===== src/rtl/mem_stage_ctrl.sv =====
// Memory-stage controller: one request per load/store to a multi-cycle memory, pipeline stalled until memDone.
// Build define MEM_TIMEOUT_EN adds a BUSY watchdog that flags an error and forces completion after TIMEOUT_CYCLES.
module mem_stage_ctrl #(
  parameter int TIMEOUT_CYCLES = 16
) (
  input  logic        clk,
  input  logic        rst,
  input  logic        validM,
  input  logic        memRdM,
  input  logic        memWrtM,
  input  logic [15:0] aluFinalM,
  input  logic [15:0] wrDataM,
  input  logic        regWrtM,
  input  logic [15:0] memDataIn,
  input  logic        memDone,
  output logic        memEn,
  output logic        memWr,
  output logic [15:0] memAddr,
  output logic [15:0] memWrData,
  output logic [15:0] memOutM,
  output logic        regWrtOutM,
  output logic        stallM,
  output logic        errM
);

  typedef enum logic [1:0] {S_IDLE, S_BUSY, S_DONE} state_t;

  if (TIMEOUT_CYCLES < 2 || TIMEOUT_CYCLES > 32) begin : g_bad_timeout
    $error("TIMEOUT_CYCLES must lie within 2..32 to fit the 5-bit watchdog");
  end

  state_t      r_state;
  state_t      w_next;
  logic [15:0] r_memAddr;
  logic [15:0] r_memWrData;
  logic [15:0] r_memOut;
  logic        r_memWr;
  logic        w_access;
  logic        w_bad;
  logic        w_req;
  logic        w_stall;
  logic        w_err;
  logic        w_timeout;

  assign w_access = validM & (memRdM | memWrtM);
  assign w_bad    = w_access & (aluFinalM[0] | (memRdM & memWrtM));

`ifdef MEM_TIMEOUT_EN
  logic [4:0] r_wdog;

  // Fires on the TIMEOUT_CYCLES-th BUSY cycle; a memDone in that same cycle still wins.
  assign w_timeout = (r_state == S_BUSY) && !memDone &&
                     (r_wdog == 5'(TIMEOUT_CYCLES - 1));

  always_ff @(posedge clk or negedge rst) begin
    if (!rst) begin
      r_wdog <= '0;
    end else if (r_state == S_BUSY && w_next == S_BUSY) begin
      r_wdog <= r_wdog + 5'd1;
    end else begin
      r_wdog <= '0;
    end
  end
`else
  assign w_timeout = 1'b0;
`endif

  always_comb begin
    w_next  = r_state;
    w_req   = 1'b0;
    w_stall = 1'b0;
    w_err   = 1'b0;
    case (r_state)
      S_IDLE: begin
        if (w_bad) begin
          w_err = 1'b1;
        end else if (w_access) begin
          w_req   = 1'b1;
          w_stall = 1'b1;
          w_next  = S_BUSY;
        end
      end
      S_BUSY: begin
        w_stall = 1'b1;
        if (memDone) begin
          w_next = S_DONE;
        end else if (w_timeout) begin
          w_err  = 1'b1;
          w_next = S_DONE;
        end
      end
      S_DONE: begin
        w_next = S_IDLE;
      end
      default: begin
        w_next = S_IDLE;
      end
    endcase
  end

  always_ff @(posedge clk or negedge rst) begin
    if (!rst) begin
      r_state <= S_IDLE;
    end else begin
      r_state <= w_next;
    end
  end

  always_ff @(posedge clk or negedge rst) begin
    if (!rst) begin
      r_memAddr   <= '0;
      r_memWrData <= '0;
      r_memWr     <= 1'b0;
    end else if (w_req) begin
      r_memAddr   <= aluFinalM;
      r_memWrData <= wrDataM;
      r_memWr     <= memWrtM;
    end
  end

  // r_memWr doubles as the load/store tag of the in-flight request.
  always_ff @(posedge clk or negedge rst) begin
    if (!rst) begin
      r_memOut <= '0;
    end else if (r_state == S_BUSY && memDone && !r_memWr) begin
      r_memOut <= memDataIn;
    end else if (w_timeout) begin
      r_memOut <= 16'h0000;
    end
  end

  assign memEn      = w_req;
  assign memWr      = w_req ? memWrtM : r_memWr;
  assign memAddr    = r_memAddr;
  assign memWrData  = r_memWrData;
  assign memOutM    = r_memOut;
  assign stallM     = w_stall;
  assign errM       = w_err;
  assign regWrtOutM = regWrtM & ~w_stall & ~w_err;

endmodule

===== config.mk =====
export PLATFORM = sky130hd
export DESIGN_NAME = mem_stage_ctrl
export DESIGN_NICKNAME = d
export VERILOG_FILES = /design/src/rtl/mem_stage_ctrl.sv
export SDC_FILE = /design/constraint.sdc
export NUM_CORES = 1
export LEC_CHECK = 0
export CAP_MARGIN = 25
export CORE_MARGIN = 3
export CORE_UTILIZATION = 41
export CTS_BUF_LIST = sky130_fd_sc_hd__clkbuf_16
export DETAILED_ROUTE_END_ITERATION = 7
export PLACE_DENSITY = 0.84
export SLEW_MARGIN = 40
export SYNTH_ARGS = -nofsm -noshare
export SYNTH_HDL_FRONTEND = slang
export SYNTH_SLANG_ARGS = --single-unit

===== constraint.sdc =====
create_clock -name clk -period 6.8 [get_ports clk]
set_input_delay 1.36 -clock clk [delete_from_list [all_inputs] [get_ports clk]]
set_output_delay 1.36 -clock clk [all_outputs]
set_load 0.005 [all_outputs]

==> impl_metrics.toml, run 1 <==
[outcome]
status = "completed"

[timing]
totalNegativeSetupSlack_ps = 0
final.min_clock_period_ps = 5050
worst_hold_slack_ps = 488
fin_crit_sh_pct = 74.2
timing.max_slew.rel_slack_pct = 51.1
tightest_slew_ps = 731
finalSetupViolCount = 0
drv_slew = 0
timing.clock.skew_ps = 4.03
finalHoldViolCount = 0
timing_limited_maximum_frequency_ghz = 0.198
grt_setup_unrepaired = "false"

[yosys]
post_synth_fa_ha_maj_area_fraction_pct = 0
synth_most_common_cell = "sky130_fd_sc_hd__dfrtp_1"
post_synth.cell_area_avg_um2 = 17.3
synthesized_area_fraction_occupied_by_ao_oa_aoi_and_oai_cells_pct = 0.954
ys_top_cells_by_area = "sky130_fd_sc_hd__dfrtp_1, sky130_fd_sc_hd__mux2_4, sky130_fd_sc_hd__mux2_2"
synth_top_area_share_pct = 60.8
synth_cells = 121
postSynthNetCount = 176
synth_top_area_cell = "sky130_fd_sc_hd__dfrtp_1"
synth_edf_count = 0
synthTopCellsByCount = "sky130_fd_sc_hd__dfrtp_1, sky130_fd_sc_hd__mux2_4, sky130_fd_sc_hd__mux2_2"
post_synth_instance_area_um2 = 2100
synthFlopType = "sky130_fd_sc_hd__dfrtp_1"
yosysWarnings = 0
yosys.area_share.xor_xnor_pct = 0.417
synthDistinctLibCells = 19
yosysSeqAreaShare_pct = 60.8
ys_seq_elements = 51
dominant_combinational_cell_family_by_area_after_synthesis = "multiplexers"
async_flop_share_pct = 100
synthMuxAreaShare_pct = 30.8
simple_gate_share_of_the_synthesized_area_pct = 3.28

[floorplanning]
num_rows = 25
die_area_um2 = 6010
ios = 108
fp.coreArea_um2 = 4850
die-width_um = 77.5
die-height_um = 77.5
initial_cell_density_of_the_core_pct = 43.3

[layout]
final_design_area_no_fill_um2 = 3360
flow.area_growth_from_synthesis_pct = 60.2
final_util_pct = 69.3
reg_area_um2 = 1280
multiInputGateArea_um2 = 752
filler_cell_count = 358
nets_finish = 285
insertedDiodeCount = 0
share_of_post_route_cells_with_drive_strength_above_1_pct = 25.5

[setup_path]
critical_path.reg2reg.startpoint = "r_state[1]"
worst_setup_path_end_kind = "output port"
setup.worst_path.class = "in -> out"
worstRegToRegCells = 3
timing.reg2reg.setup_slack_ps = 4770
critPathLaunchType = "input pin"
crit-reg2reg-capture = "memWrData[15]"
path_max_fanout = 34
crit_required_ps = 5440
worst_ep_arrival_time_ps = 3690

[hold_path]
timing.hold.worst_endpoint = "r_state[0]"
hp-class = "reg -> reg"
worstHoldStart = "r_state[0]"
min_delay_path_depth = 1

[clocking]
ctsResizeCount = 0
cts_sinks = 51
cts_tree = "built"
cts.path.max_buffers = 2
htree_num_levels = 2
clk_pin_slew_ps = 70
cts_root_buffer = "sky130_fd_sc_hd__clkbuf_16"
numCtsBuffers = 5
clk_latency_ps = 280
post_cts_setup_buffer_count = 0
holdBufCountCts = 0

[detailed_routing]
routed_wire_length_per_instance_um = 15.8
route.final.wire_length_um = 4700
detail_route.vias_per_cell = 4.55
post_route_antenna_net_violation_count = 0
vias = 1357
drtIter0Drc = 20
number_of_iterations_in_the_first_detailed_routing_pass = 2
drt_drc_violations_left = 0

[global_route]
first_global_vias = 1491
grt_pass1_wl_um = 7530
globalRouteOverflowTotal = 0
grt_max_degree = 52
grtUsageTotal_pct = 16.3
initial_antenna_violation_count = 0

[power_and_ir_drop]
power-per-cell-area_nw_per_um2 = 425
total_power_w = 0.00143
power_leakage_nw = 1.51
max-vdd-ir-drop_mv = 0.206

[flow_run]
max_cap_violations = 0

[placed_design]
place_area_um2 = 3190
gpl_congestion = 0.709
dp_wirelength_um = 3510
io_buffer_count = 107
stage by stage:
step                std cells  setup WS [ps]
finish                    298           1750
CTS                       298           1740
global placement          290           1460
global route              298           1690
detailed placement        290           1750
floorplan                 121           2790
layout by cell type, fill, tap and decap left out:
cell type,instances
sky130_fd_sc_hd__clkdlybuf4s50_1,106
sky130_fd_sc_hd__dfrtp_1,51
sky130_fd_sc_hd__mux2_4,28
sky130_fd_sc_hd__mux2_2,20
sky130_fd_sc_hd__clkbuf_16,5
sky130_fd_sc_hd__a21oi_1,3
sky130_fd_sc_hd__inv_1,2
sky130_fd_sc_hd__nand2_1,2
sky130_fd_sc_hd__or3b_1,1
sky130_fd_sc_hd__xor2_1,1
sky130_fd_sc_hd__or3b_4,1
sky130_fd_sc_hd__nor3b_1,1
sky130_fd_sc_hd__and2b_1,1
sky130_fd_sc_hd__o21ai_0,1
sky130_fd_sc_hd__and3b_1,1
sky130_fd_sc_hd__nor3_4,1
sky130_fd_sc_hd__nor2_1,1
sky130_fd_sc_hd__and2_1,1
sky130_fd_sc_hd__clkinv_4,1
sky130_fd_sc_hd__inv_6,1
sky130_fd_sc_hd__bufinv_16,1
sky130_fd_sc_hd__buf_4,1
layer usage:
metal	global-route usage (%)	vias up	routed length [µm]
met5	0	-	0
li1	-	639	-
met3	6.03	7	369
met1	18.9	646	1880
met4	5.34	0	59
met2	28.0	65	2390
logic make-up after synthesis:
kind of cell,Yosys count
muxes,48
and+or+nand+nor,10
buffers and inverters,7
AOI/OAI and AO/OA,4
xor gates and xnor gates,1
DFF,51
flip-flops by register name, indices dropped and copies added, names as in the netlist:
signal / count
memAddr: 16
memOutM: 16
memWrData: 16
r_memWr: 1
r_state: 2
layout make-up:
cell class                 count  share of cell area [%]
multi-input combinational     63                    22.4
timing repair buffer         107                    31.8
inverter                       2                   0.223
sequential                    51                    38.0
clock inverter                 3                    1.41
tap                           67                    2.49
clock buffer                   5                    3.72
where the power goes:
| part | switching [W] | total (W) | internal [W] | leakage (nW) |
|---|---|---|---|---|
| clock network | 0.000110 | 0.000286 | 0.000175 | 0.0844 |
| logic | 0.000158 | 0.000606 | 0.000448 | 0.816 |
| registers | 0.0000845 | 0.000537 | 0.000453 | 0.613 |
worst max-delay path: stages:
cell and delay (ps):
sky130_fd_sc_hd__clkdlybuf4s50_1 460, sky130_fd_sc_hd__or3b_1 370, sky130_fd_sc_hd__or3b_4 650, sky130_fd_sc_hd__mux2_4 390, sky130_fd_sc_hd__clkdlybuf4s50_1 450
worst max path at each step:
stage | start | endpoint | slack [ps] | depth (start not counted)
after detailed placement | validM | memWr | 1750 | 5
after global placement | validM | memWr | 1460 | 5
after floorplan | validM | memWr | 2790 | 5
final | validM | memWr | 1750 | 5
after CTS | validM | memWr | 1740 | 5
after global routing | validM | memWr | 1690 | 5
No activity file was read; power rests on OpenSTA's default activity.
==> inputs of run 2 (changes only) <==
CORE_UTILIZATION = 36   (was 41)
PLACE_DENSITY = 0.79   (was 0.84)
clock period = 4.44 ns   (was 6.8 ns; I/O delays follow)
==> run 2 against run 1 <==
  * Utilization is 9.1 points lower
  * Total power is 48% higher
  * Non-clock buffer count is 4 higher
  * First-iteration DRC count is 5.0% lower
  * Cell area is 0.19% lower
  * Sequential share of layout area is 0.071 points higher
  * Critical path depth is 1 higher
  * Global-route usage is 1.4 points lower
  * Routed wire length is 3.8% higher
  * Worst hold slack worse by 2.0 ps
  * Worst setup slack worse by 1300 ps
  * Via count is 2.9% higher
==> impl_metrics.toml, run 2 (synthesis results as in run 1) <==
[setup_path]
critical-path-slowest-cell = "sky130_fd_sc_hd__or3b_2"
crit_required_ps = 3550
critPathLaunchType = "input pin"
worst_setup_path_end_kind = "output port"
setup.worst_path.class = "in -> out"
worst_ep_arrival_time_ps = 3050
worst_path_largest_cell_delay_ps = 500
critPathBufInv = 4
path_max_fanout = 17
path_common_cell = "sky130_fd_sc_hd__clkdlybuf4s50_1"
critPathTopFamily = "buffers and inverters"
cp_cell_sequence = "clkdlybuf4s50_1, or3b_1, or3b_2, buf_4, inv_1, clkdlybuf4s50_1"

[power_and_ir_drop]
max-vdd-ir-drop_mv = 0.300
power-per-cell-area_nw_per_um2 = 630
power_leakage_nw = 1.52
total_power_w = 0.00211

[layout]
nets_finish = 289
filler_cell_count = 464
most_frequent_standard_cell_in_the_layout_excluding_fill_and_tap_cells = "sky130_fd_sc_hd__clkdlybuf4s50_1"
final_design_area_no_fill_um2 = 3350
flow.area_growth_from_synthesis_pct = 59.9
share_of_post_route_cells_with_drive_strength_above_1_pct = 26.4
final_cell_mix = "sky130_fd_sc_hd__clkdlybuf4s50_1, sky130_fd_sc_hd__dfrtp_1, sky130_fd_sc_hd__mux2_4, sky130_fd_sc_hd__mux2_2, sky130_fd_sc_hd__clkbuf_16"
insertedDiodeCount = 0

[timing]
fin_crit_sh_pct = 88.7
final.min_clock_period_ps = 3940
tightest_slew_ps = 636
totalNegativeSetupSlack_ps = 0
timing.max_slew.rel_slack_pct = 57.6
drv_slew = 0
finalSetupViolCount = 0
postLayoutSetupSlackWorst_ps = 500
finalHoldViolCount = 0
timing_limited_maximum_frequency_ghz = 0.254
timing.clock.skew_ps = 4.65
worst_hold_slack_ps = 486
grt_setup_unrepaired = "false"

[detailed_routing]
post_route_antenna_net_violation_count = 0
drtIter0Drc = 19
route.final.wire_length_um = 4880
vias = 1397
routed_wire_length_per_instance_um = 15.9
drt_drc_violations_left = 0
number_of_iterations_in_the_first_detailed_routing_pass = 4
detail_route.vias_per_cell = 4.55

[floorplanning]
num_rows = 27
die_area_um2 = 6780
die-width_um = 82.3
initial_cell_density_of_the_core_pct = 37.6
fp.coreArea_um2 = 5570
ios = 108
die-height_um = 82.3

[global_route]
globalRouteMet2Util_pct = 24.8
initial_antenna_violation_count = 0
first_global_vias = 1500
grt_max_degree = 52
grtUsageMet3_pct = 4.45
globalRouteOverflowTotal = 0
grt_max_usage_layer = "met2"
grtUsageTotal_pct = 14.9
grt.met1_usage_pct = 18.1
grt_pass1_wl_um = 7440

[outcome]
status = "completed"

[clocking]
htree_num_levels = 2
post_cts_setup_buffer_count = 0
cts_root_buffer = "sky130_fd_sc_hd__clkbuf_16"
cts.path.max_buffers = 2
cts_tree = "built"
clk_pin_slew_ps = 60
ctsResizeCount = 0
cts_sinks = 51
holdBufCountCts = 0
clk_latency_ps = 280
numCtsBuffers = 5

[placed_design]
gpl_congestion = 0.750
dp_wirelength_um = 3680
io_buffer_count = 107
place_area_um2 = 3210
place_worst_setup_slack_ps = 490

[hold_path]
hp-class = "reg -> reg"

[flow_run]
max_cap_violations = 0
==> run 2: changes by cell type in the layout (fill, tap and decap cells not counted), sizes merged <==
cell | previous run | this run
bufinv | 1 | 0
buf | 1 | 5
clkinvlp | 0 | 1
==> run 2: layer usage <==
layer	up-vias	part of all wire, %
met5	-	0
met4	0	1.1
met3	5	9.6
met1	687	39
met2	61	50
li1	644	-
==> run 2: metrics by stage <==
step	utilization [%]	cells
after global placement	57.6	299
after global routing	60.2	307
after detailed placement	57.6	299
final	60.2	307
after CTS	60.2	307
after floorplan	-	121
==> run 2: cell type report <==
type / count / area (µm²) / area share, %
inverters: 2 / 7.51 / 0.224
multi-input cells: 63 / 743 / 22.2
flip-flops and latches: 51 / 1280 / 38.0
repair buffers: 111 / 1100 / 32.7
clock inverters: 3 / 16.3 / 0.485
clock buffers: 5 / 125 / 3.73
well taps: 72 / 90.1 / 2.69
==> run 2: final timing paths <==
path / from / endpoint / slack [ps] / cells past startpoint
worst min-delay path: memAddr[0] / memAddr[0] / 490 / 1
max in group asynchronous: rst / memWrData[5] / 3300 / 2
worst max register to register: r_state[1] / memAddr[14] / 2410 / 4
worst min register to register: memAddr[0] / memAddr[0] / 490 / 1
min in group asynchronous: rst / memAddr[4] / 700 / 2
worst max-delay path: validM / memEn / 500 / 6
==> run 2: power breakdown <==
part	leakage [nW]	switching, W	internal, W	total, W
Sequential	0.613	0.000125	0.000694	0.000819
Combinational	0.834	0.000245	0.000688	0.000933
Clock	0.0710	0.000155	0.000206	0.000361
